[src/rtl/alu_seq_pkg.sv]
// Shared definitions for the nibble-serial ALU sequencer: op codes,
// sequencer state type and the nibble-count helper.
package alu_seq_pkg;

  localparam logic [2:0] OP_ADD  = 3'b000;
  localparam logic [2:0] OP_INC  = 3'b001;
  localparam logic [2:0] OP_NEGA = 3'b010;
  localparam logic [2:0] OP_NEGB = 3'b011;
  localparam logic [2:0] OP_AND  = 3'b100;
  localparam logic [2:0] OP_OR   = 3'b101;
  localparam logic [2:0] OP_XOR  = 3'b110;
  localparam logic [2:0] OP_NOTA = 3'b111;

  typedef enum logic {
    IDLE = 1'b0,
    RUN  = 1'b1
  } state_t;

  function automatic int nib_count(input int width);
    return width / 4;
  endfunction

endpackage

[src/rtl/alu.sv]
// Existing 4-bit combinational ALU: arithmetic ops produce a carry,
// logical ops clear it; z and s describe the 4-bit result.
module alu (
  input  logic [3:0] a,
  input  logic [3:0] b,
  input  logic       cin,
  input  logic [2:0] op,
  output logic [3:0] r,
  output logic       c,
  output logic       z,
  output logic       s
);

  logic [4:0] sum_s;

  // Operation select; bit 4 of sum_s is the carry (always 0 for logical ops)
  always_comb begin
    sum_s = 5'b0_0000;
    case (op)
      3'b000:  sum_s = {1'b0, a} + {1'b0, b} + {4'b0000, cin};
      3'b001:  sum_s = {1'b0, a} + 5'b0_0001 + {4'b0000, cin};
      3'b010:  sum_s = {1'b0, ~a} + 5'b0_0001 + {4'b0000, cin};
      3'b011:  sum_s = {1'b0, ~b} + 5'b0_0001 + {4'b0000, cin};
      3'b100:  sum_s = {1'b0, a & b};
      3'b101:  sum_s = {1'b0, a | b};
      3'b110:  sum_s = {1'b0, a ^ b};
      3'b111:  sum_s = {1'b0, ~a};
      default: sum_s = 5'b0_0000;
    endcase
  end

  assign r = sum_s[3:0];
  assign c = sum_s[4];
  assign z = (sum_s[3:0] == 4'b0000);
  assign s = sum_s[3];

endmodule

[src/rtl/alu_seq.sv]
// Nibble-serial WIDTH-bit ALU sequencer around the 4-bit alu.
// Optional overflow flag port v is enabled by defining ALU_SEQ_OVF_EN.
module alu_seq
  import alu_seq_pkg::*;
#(
  parameter int WIDTH = 16
) (
  input  logic             clk,
  input  logic             reset,
  input  logic             start,
  input  logic [2:0]       op,
  input  logic             cin,
  input  logic [WIDTH-1:0] a,
  input  logic [WIDTH-1:0] b,
  output logic             busy,
  output logic             done,
  output logic [WIDTH-1:0] r,
  output logic             z,
  output logic             c,
  output logic             s
`ifdef ALU_SEQ_OVF_EN
  ,
  output logic             v
`endif
);

  localparam int NIB  = nib_count(WIDTH);
  localparam int IDXW = (NIB > 2) ? $clog2(NIB) : 1;
  localparam logic [IDXW-1:0] LAST_IDX = IDXW'(NIB - 1);

  state_t           state_r;
  logic [IDXW-1:0]  idx_r;
  logic [2:0]       op_r;
  logic             cin_r;
  logic [WIDTH-1:0] a_r, b_r, acc_r, acc_next_s;
  logic             carry_r, zacc_r;
  logic             busy_r, done_r, z_r, c_r, s_r;
  logic [WIDTH-1:0] r_r;

  logic [3:0] a_nib_s, b_nib_s, alu_a_s, alu_b_s, alu_r_s;
  logic [2:0] alu_op_s;
  logic       alu_cin_s, alu_c_s, alu_z_s, alu_s_s, arith_s, first_s;

  assign arith_s = (op_r[2] == 1'b0);
  assign first_s = (idx_r == {IDXW{1'b0}});
  assign a_nib_s = a_r[{idx_r, 2'b00} +: 4];
  assign b_nib_s = b_r[{idx_r, 2'b00} +: 4];

  // Map the latched op onto the per-nibble alu command; the upper nibbles of
  // INC/NEGA/NEGB become plain ADDs that propagate the nibble-0 carry
  always_comb begin
    alu_a_s  = a_nib_s;
    alu_b_s  = b_nib_s;
    alu_op_s = op_r;
    case (op_r)
      OP_INC, OP_NEGA, OP_NEGB: begin
        if (first_s) begin
          alu_op_s = op_r;
        end else begin
          alu_op_s = OP_ADD;
          alu_b_s  = 4'b0000;
          if (op_r == OP_INC) begin
            alu_a_s = a_nib_s;
          end else if (op_r == OP_NEGA) begin
            alu_a_s = ~a_nib_s;
          end else begin
            alu_a_s = ~b_nib_s;
          end
        end
      end
      default: alu_op_s = op_r;
    endcase
    if (!arith_s) begin
      alu_cin_s = 1'b0;
    end else if (first_s) begin
      alu_cin_s = cin_r;
    end else begin
      alu_cin_s = carry_r;
    end
  end

  alu u_alu (
    .a   (alu_a_s),
    .b   (alu_b_s),
    .cin (alu_cin_s),
    .op  (alu_op_s),
    .r   (alu_r_s),
    .c   (alu_c_s),
    .z   (alu_z_s),
    .s   (alu_s_s)
  );

  // Partial result with the current nibble merged in
  always_comb begin
    acc_next_s = acc_r;
    acc_next_s[{idx_r, 2'b00} +: 4] = alu_r_s;
  end

`ifdef ALU_SEQ_OVF_EN
  logic v_r;
  assign v = v_r;
`endif

  // Sequencer FSM; a start seen on the completing edge chains the next
  // operation directly, so a held start yields one result every NIB cycles
  always_ff @(posedge clk or posedge reset) begin
    if (reset) begin
      state_r <= IDLE;
      idx_r   <= {IDXW{1'b0}};
      op_r    <= 3'b000;
      cin_r   <= 1'b0;
      a_r     <= {WIDTH{1'b0}};
      b_r     <= {WIDTH{1'b0}};
      acc_r   <= {WIDTH{1'b0}};
      carry_r <= 1'b0;
      zacc_r  <= 1'b0;
      busy_r  <= 1'b0;
      done_r  <= 1'b0;
      r_r     <= {WIDTH{1'b0}};
      z_r     <= 1'b0;
      c_r     <= 1'b0;
      s_r     <= 1'b0;
`ifdef ALU_SEQ_OVF_EN
      v_r     <= 1'b0;
`endif
    end else begin
      done_r <= 1'b0;
      case (state_r)
        IDLE: begin
          if (start) begin
            op_r    <= op;
            cin_r   <= cin;
            a_r     <= a;
            b_r     <= b;
            idx_r   <= {IDXW{1'b0}};
            busy_r  <= 1'b1;
            state_r <= RUN;
          end
        end
        RUN: begin
          acc_r   <= acc_next_s;
          carry_r <= alu_c_s;
          zacc_r  <= first_s ? alu_z_s : (zacc_r & alu_z_s);
          if (idx_r == LAST_IDX) begin
            r_r    <= acc_next_s;
            z_r    <= zacc_r & alu_z_s;
            c_r    <= arith_s & alu_c_s;
            s_r    <= alu_s_s;
`ifdef ALU_SEQ_OVF_EN
            v_r    <= arith_s & (alu_a_s[3] == alu_b_s[3]) & (alu_r_s[3] != alu_a_s[3]);
`endif
            done_r <= 1'b1;
            idx_r  <= {IDXW{1'b0}};
            if (start) begin
              op_r    <= op;
              cin_r   <= cin;
              a_r     <= a;
              b_r     <= b;
              busy_r  <= 1'b1;
              state_r <= RUN;
            end else begin
              busy_r  <= 1'b0;
              state_r <= IDLE;
            end
          end else begin
            idx_r <= idx_r + IDXW'(1);
          end
        end
        default: begin
          state_r <= IDLE;
          idx_r   <= {IDXW{1'b0}};
          busy_r  <= 1'b0;
        end
      endcase
    end
  end

  assign busy = busy_r;
  assign done = done_r;
  assign r    = r_r;
  assign z    = z_r;
  assign c    = c_r;
  assign s    = s_r;

endmodule

[config.mk]
export PLATFORM = sky130hd
export DESIGN_NAME = alu_seq
export DESIGN_NICKNAME = d
export VERILOG_FILES = /design/src/rtl/alu_seq_pkg.sv /design/src/rtl/alu.sv /design/src/rtl/alu_seq.sv
export SDC_FILE = /design/constraint.sdc
export NUM_CORES = 1
export LEC_CHECK = 0
export BUFFER_PORTS_ARGS = -buffer_cell sky130_fd_sc_hd__buf_4
export CAP_MARGIN = 20
export CORE_ASPECT_RATIO = 0.8
export CORE_MARGIN = 1.5
export CORE_UTILIZATION = 62
export CTS_CLUSTER_SIZE = 10
export DETAILED_ROUTE_END_ITERATION = 16
export PLACE_DENSITY = 0.85
export SLEW_MARGIN = 40
export SYNTH_ARGS = -nofsm -noshare
export SYNTH_HDL_FRONTEND = slang
export SYNTH_SLANG_ARGS = --single-unit
[constraint.sdc]
create_clock -name clk -period 10.5 [get_ports clk]
set_input_delay 1.05 -clock clk [delete_from_list [all_inputs] [get_ports clk]]
set_output_delay 1.05 -clock clk [all_outputs]
set_load 0.01 [all_outputs]
==> impl_metrics.py <==
metrics = {
    "cells_and_area": {
        "n_antenna_cell": 0,
        "layout-drive-gt1-share_pct": 29.45,
        "utilization_pct": 76.73,
        "register_area_um2": 1953,
        "fillers": 442,
        "areaGrowthSynthToFinish_pct": 16.43,
        "multi_input_area_um2": 2185,
        "fin_nets": 511,
    },
    "clock_tree": {
        "cts-resized-gates": 0,
        "tritoncts.num_buffers": 9,
        "clock_latency_ns": 0.36,
        "cts_hold_buf": 0,
        "cts_setup_buffers": 0,
        "cts_sinks": 78,
        "root_buffer": "clkbuf_8",
        "cts_tree": "built",
        "htreeDepth": 3,
        "cts.path.max_buffers": 2,
        "path_clk_slew_ns": 0.08,
    },
    "sta": {
        "maxSlewHeadroom_pct": 49.85,
        "finalSetupTns_ns": 0,
        "fin_ws_ns": 5.594,
        "finClkSkew_ns": 0.006412,
        "timing.hold.ws_ns": 0.4793,
        "min_period_ns": 4.906,
        "final-hold-violation-count": 0,
        "slew_viol_final": 0,
        "max_freq_ghz": 0.2038,
        "final.period_utilization_pct": 46.73,
        "rsz0062_at_grt": "no",
        "setup_viol": 0,
        "tightest_slew_ns": 0.7505,
    },
    "floorplanning": {
        "fp.dieH_um": 77.57,
        "start_util_pct": 65.90,
        "core_area_um2": 6539,
        "die_x_um": 96.21,
        "ioPinCount": 60,
        "row_count": 26,
        "dieArea_um2": 7463,
    },
    "detailed_routing": {
        "route.detailed.drc": 0,
        "vias": 3331,
        "antenna_left": 0,
        "first_iter_violations": 231,
        "drt_wl_total_um": 10300,
        "vias_per_cell": 6.180,
        "wl_per_cell_um": 19.11,
        "drt_first_pass_iters": 5,
    },
    "global_routing": {
        "grt_max_degree": 79,
        "grt_first_pass_wirelength_um": 17310,
        "grt-ovfl-total": 0,
        "grt_use_total_pct": 31.03,
        "antenna_found_initial": 0,
        "grt_pass1_vias": 3436,
    },
    "placement": {
        "place_hpwl_um": 7232,
        "dpl_worst_slack_ns": 5.550,
        "place.gp.congestion": 0.9311,
        "port_buffers": 59,
    },
    "synth": {
        "syn_area_um2": 4309,
        "synth-seq-cells": 78,
        "syn_avg_cell_area_um2": 10.85,
        "ys_types": 57,
        "synth_edf_count": 0,
        "ys_seq_area_share_pct": 45.30,
        "synthTopCellsByArea": "dfrtp_1, mux2_2, ha_1",
        "synth_top_area_cell": "dfrtp_1",
        "yosysWarningCount": 0,
        "synth_cells": 397,
        "synth_top_cell_area_share_pct": 45.30,
        "syn-num-nets": 458,
        "async_flop_share_pct": 100.0,
        "synth_flop_cell": "dfrtp_1",
    },
    "critical_path": {
        "end_kind": "flip-flop",
        "ff2ff_path_depth": 13,
        "cp-start-kind": "flip-flop",
        "crit_end": "zacc_r$_DFFE_PP0P_",
        "regToRegSetupSlack_ns": 5.59,
        "worstPathArrival_ns": 5.19,
        "crit_start": "idx_r[0]$_DFFE_PP0P_",
        "worstPathCellList": "inv_1 > ha_1 > or3b_1 > mux2i_2 > inv_1 > ha_1 > nand3_1 > a21oi_1 > a2111oi_0 > a2bb2oi_2 > nand2_1 > nand4b_1 > a31oi_1",
        "cp_max_fo": 15,
        "required_ns": 10.78,
        "crit_type": "flip-flop to flip-flop",
        "slowest_delay_ns": 0.81,
        "slowest_stage": "dfrtp_1",
        "r2r-start": "idx_r[0]$_DFFE_PP0P_",
        "r2r_end": "zacc_r$_DFFE_PP0P_",
    },
    "status": {
        "status": "finished, final reports clean",
    },
    "run": {
        "maxCapViolCount": 0,
    },
    "hold_path": {
        "hp-class": "flip-flop to flip-flop",
    },
}
[flip-flops by register name (all words and copies together), names as in the netlist]
register,count
a_r,16
acc_r,16
b_r,16
r,16
op_r,3
idx_r,2
busy,1
c,1
carry_r,1
cin_r,1
done,1
s,1
state_r,1
z,1
zacc_r,1
[cells in the final DEF, fill, tap and decap left out, types with 2 or more instances in the layout]
cell / Yosys / final
or3_1: 2 / 2
xor2_1: 3 / 3
fa_1: 2 / 2
nand3b_1: 5 / 5
nand2_1: 52 / 52
nor3_1: 3 / 3
a31oi_1: 4 / 4
inv_1: 30 / 29
nand4bb_1: 2 / 2
clkbuf_8: 0 / 9
nor4_2: 0 / 2
a31o_1: 4 / 4
buf_4: 0 / 60
dfrtp_1: 78 / 77
inv_6: 0 / 2
nand4_1: 4 / 4
and3_1: 2 / 2
o31ai_1: 4 / 4
nand3_1: 5 / 5
a21oi_1: 13 / 13
mux4_2: 6 / 6
a21o_1: 2 / 2
o221ai_1: 7 / 7
o21ai_0: 22 / 22
nor2_1: 11 / 11
nand2b_1: 6 / 6
xnor2_1: 3 / 3
mux2_2: 41 / 41
o21a_1: 6 / 6
a32o_1: 5 / 5
nor2b_1: 5 / 5
o22ai_1: 3 / 2
ha_1: 20 / 20
mux4_1: 3 / 3
[cells by family (layout without fill, tap and decap cells)]
logic type      after synthesis  count (layout)  share of synthesized area (%)
xor+xnor                      6               6                          1.220
buf+inv                      50             108                          4.587
simple gates                107             107                          12.54
compound gates               81              81                          12.86
fa+ha+maj                    22              22                          6.736
mux                          53              53                          16.75
flops                        78              78                          45.30
[worst min path at each step]
stage,to,from,depth (start not counted),slack [ns]
floorplan,acc_r[14]$_DFFE_PP0P_,acc_r[14]$_DFFE_PP0P_,2,0.45
global placement,busy$_DFFE_PP0P_,busy$_DFFE_PP0P_,2,0.46
detailed placement,busy$_DFFE_PP0P_,busy$_DFFE_PP0P_,2,0.47
CTS,busy$_DFFE_PP0P_,busy$_DFFE_PP0P_,2,0.49
global route,r[6]$_DFFE_PP0P_,r[6]$_DFFE_PP0P_,1,0.52
finish,busy$_DFFE_PP0P_,busy$_DFFE_PP0P_,2,0.48
[final cells by class]
class                      instances  share of cell area [%]
inverter                          31                   2.319
tap                               84                   2.095
multi-input combinational        269                   43.54
sequential                        78                   38.93
timing repair buffer              61                   9.202
clock buffer                      10                   2.544
clock inverter                     6                   1.372
[cells in the mapped netlist (all sizes together) (4+ instances only)]
cell,n
o21a,6
nand3b,5
nor2,11
nand2,52
nand4,4
buf,4
inv,30
o21ai,23
nor2b,5
mux2,41
dfrtp,78
ha,20
nand3,5
a21oi,14
a31oi,4
nand2b,6
a32o,5
o31ai,4
a31o,4
clkbuf,15
o221ai,7
mux4,9
[critical path: cells and delay by family, from the launching register on]
kind	cells	cell delay, ns
buf+inv	2	0.48
mux	1	0.45
flops	1	0.81
compound gates	4	1.36
simple gates	4	0.91
fa+ha+maj	2	0.82
[per-stage QoR]
| step | cell area, um^2 | instances |
|---|---|---|
| floorplan | 4309 | 397 |
| global placement | 4791 | 523 |
| detailed placement | 4801 | 523 |
| CTS | 4997 | 539 |
| global route | 5017 | 539 |
| finish | 5017 | 539 |
[metal layers]
metal  up-vias  part of all wire [%]  global-route usage, %
met1      1640                    44                  44.19
li1       1530                     -                      -
met4         0                   1.4                  7.941
met3        20                   7.3                  9.412
met5         -                     0                      0
met2       141                    47                  46.48
Power is left out: the tool's default activity adds up to more than one toggle a clock period on the data nets, which glitch-free logic cannot reach.
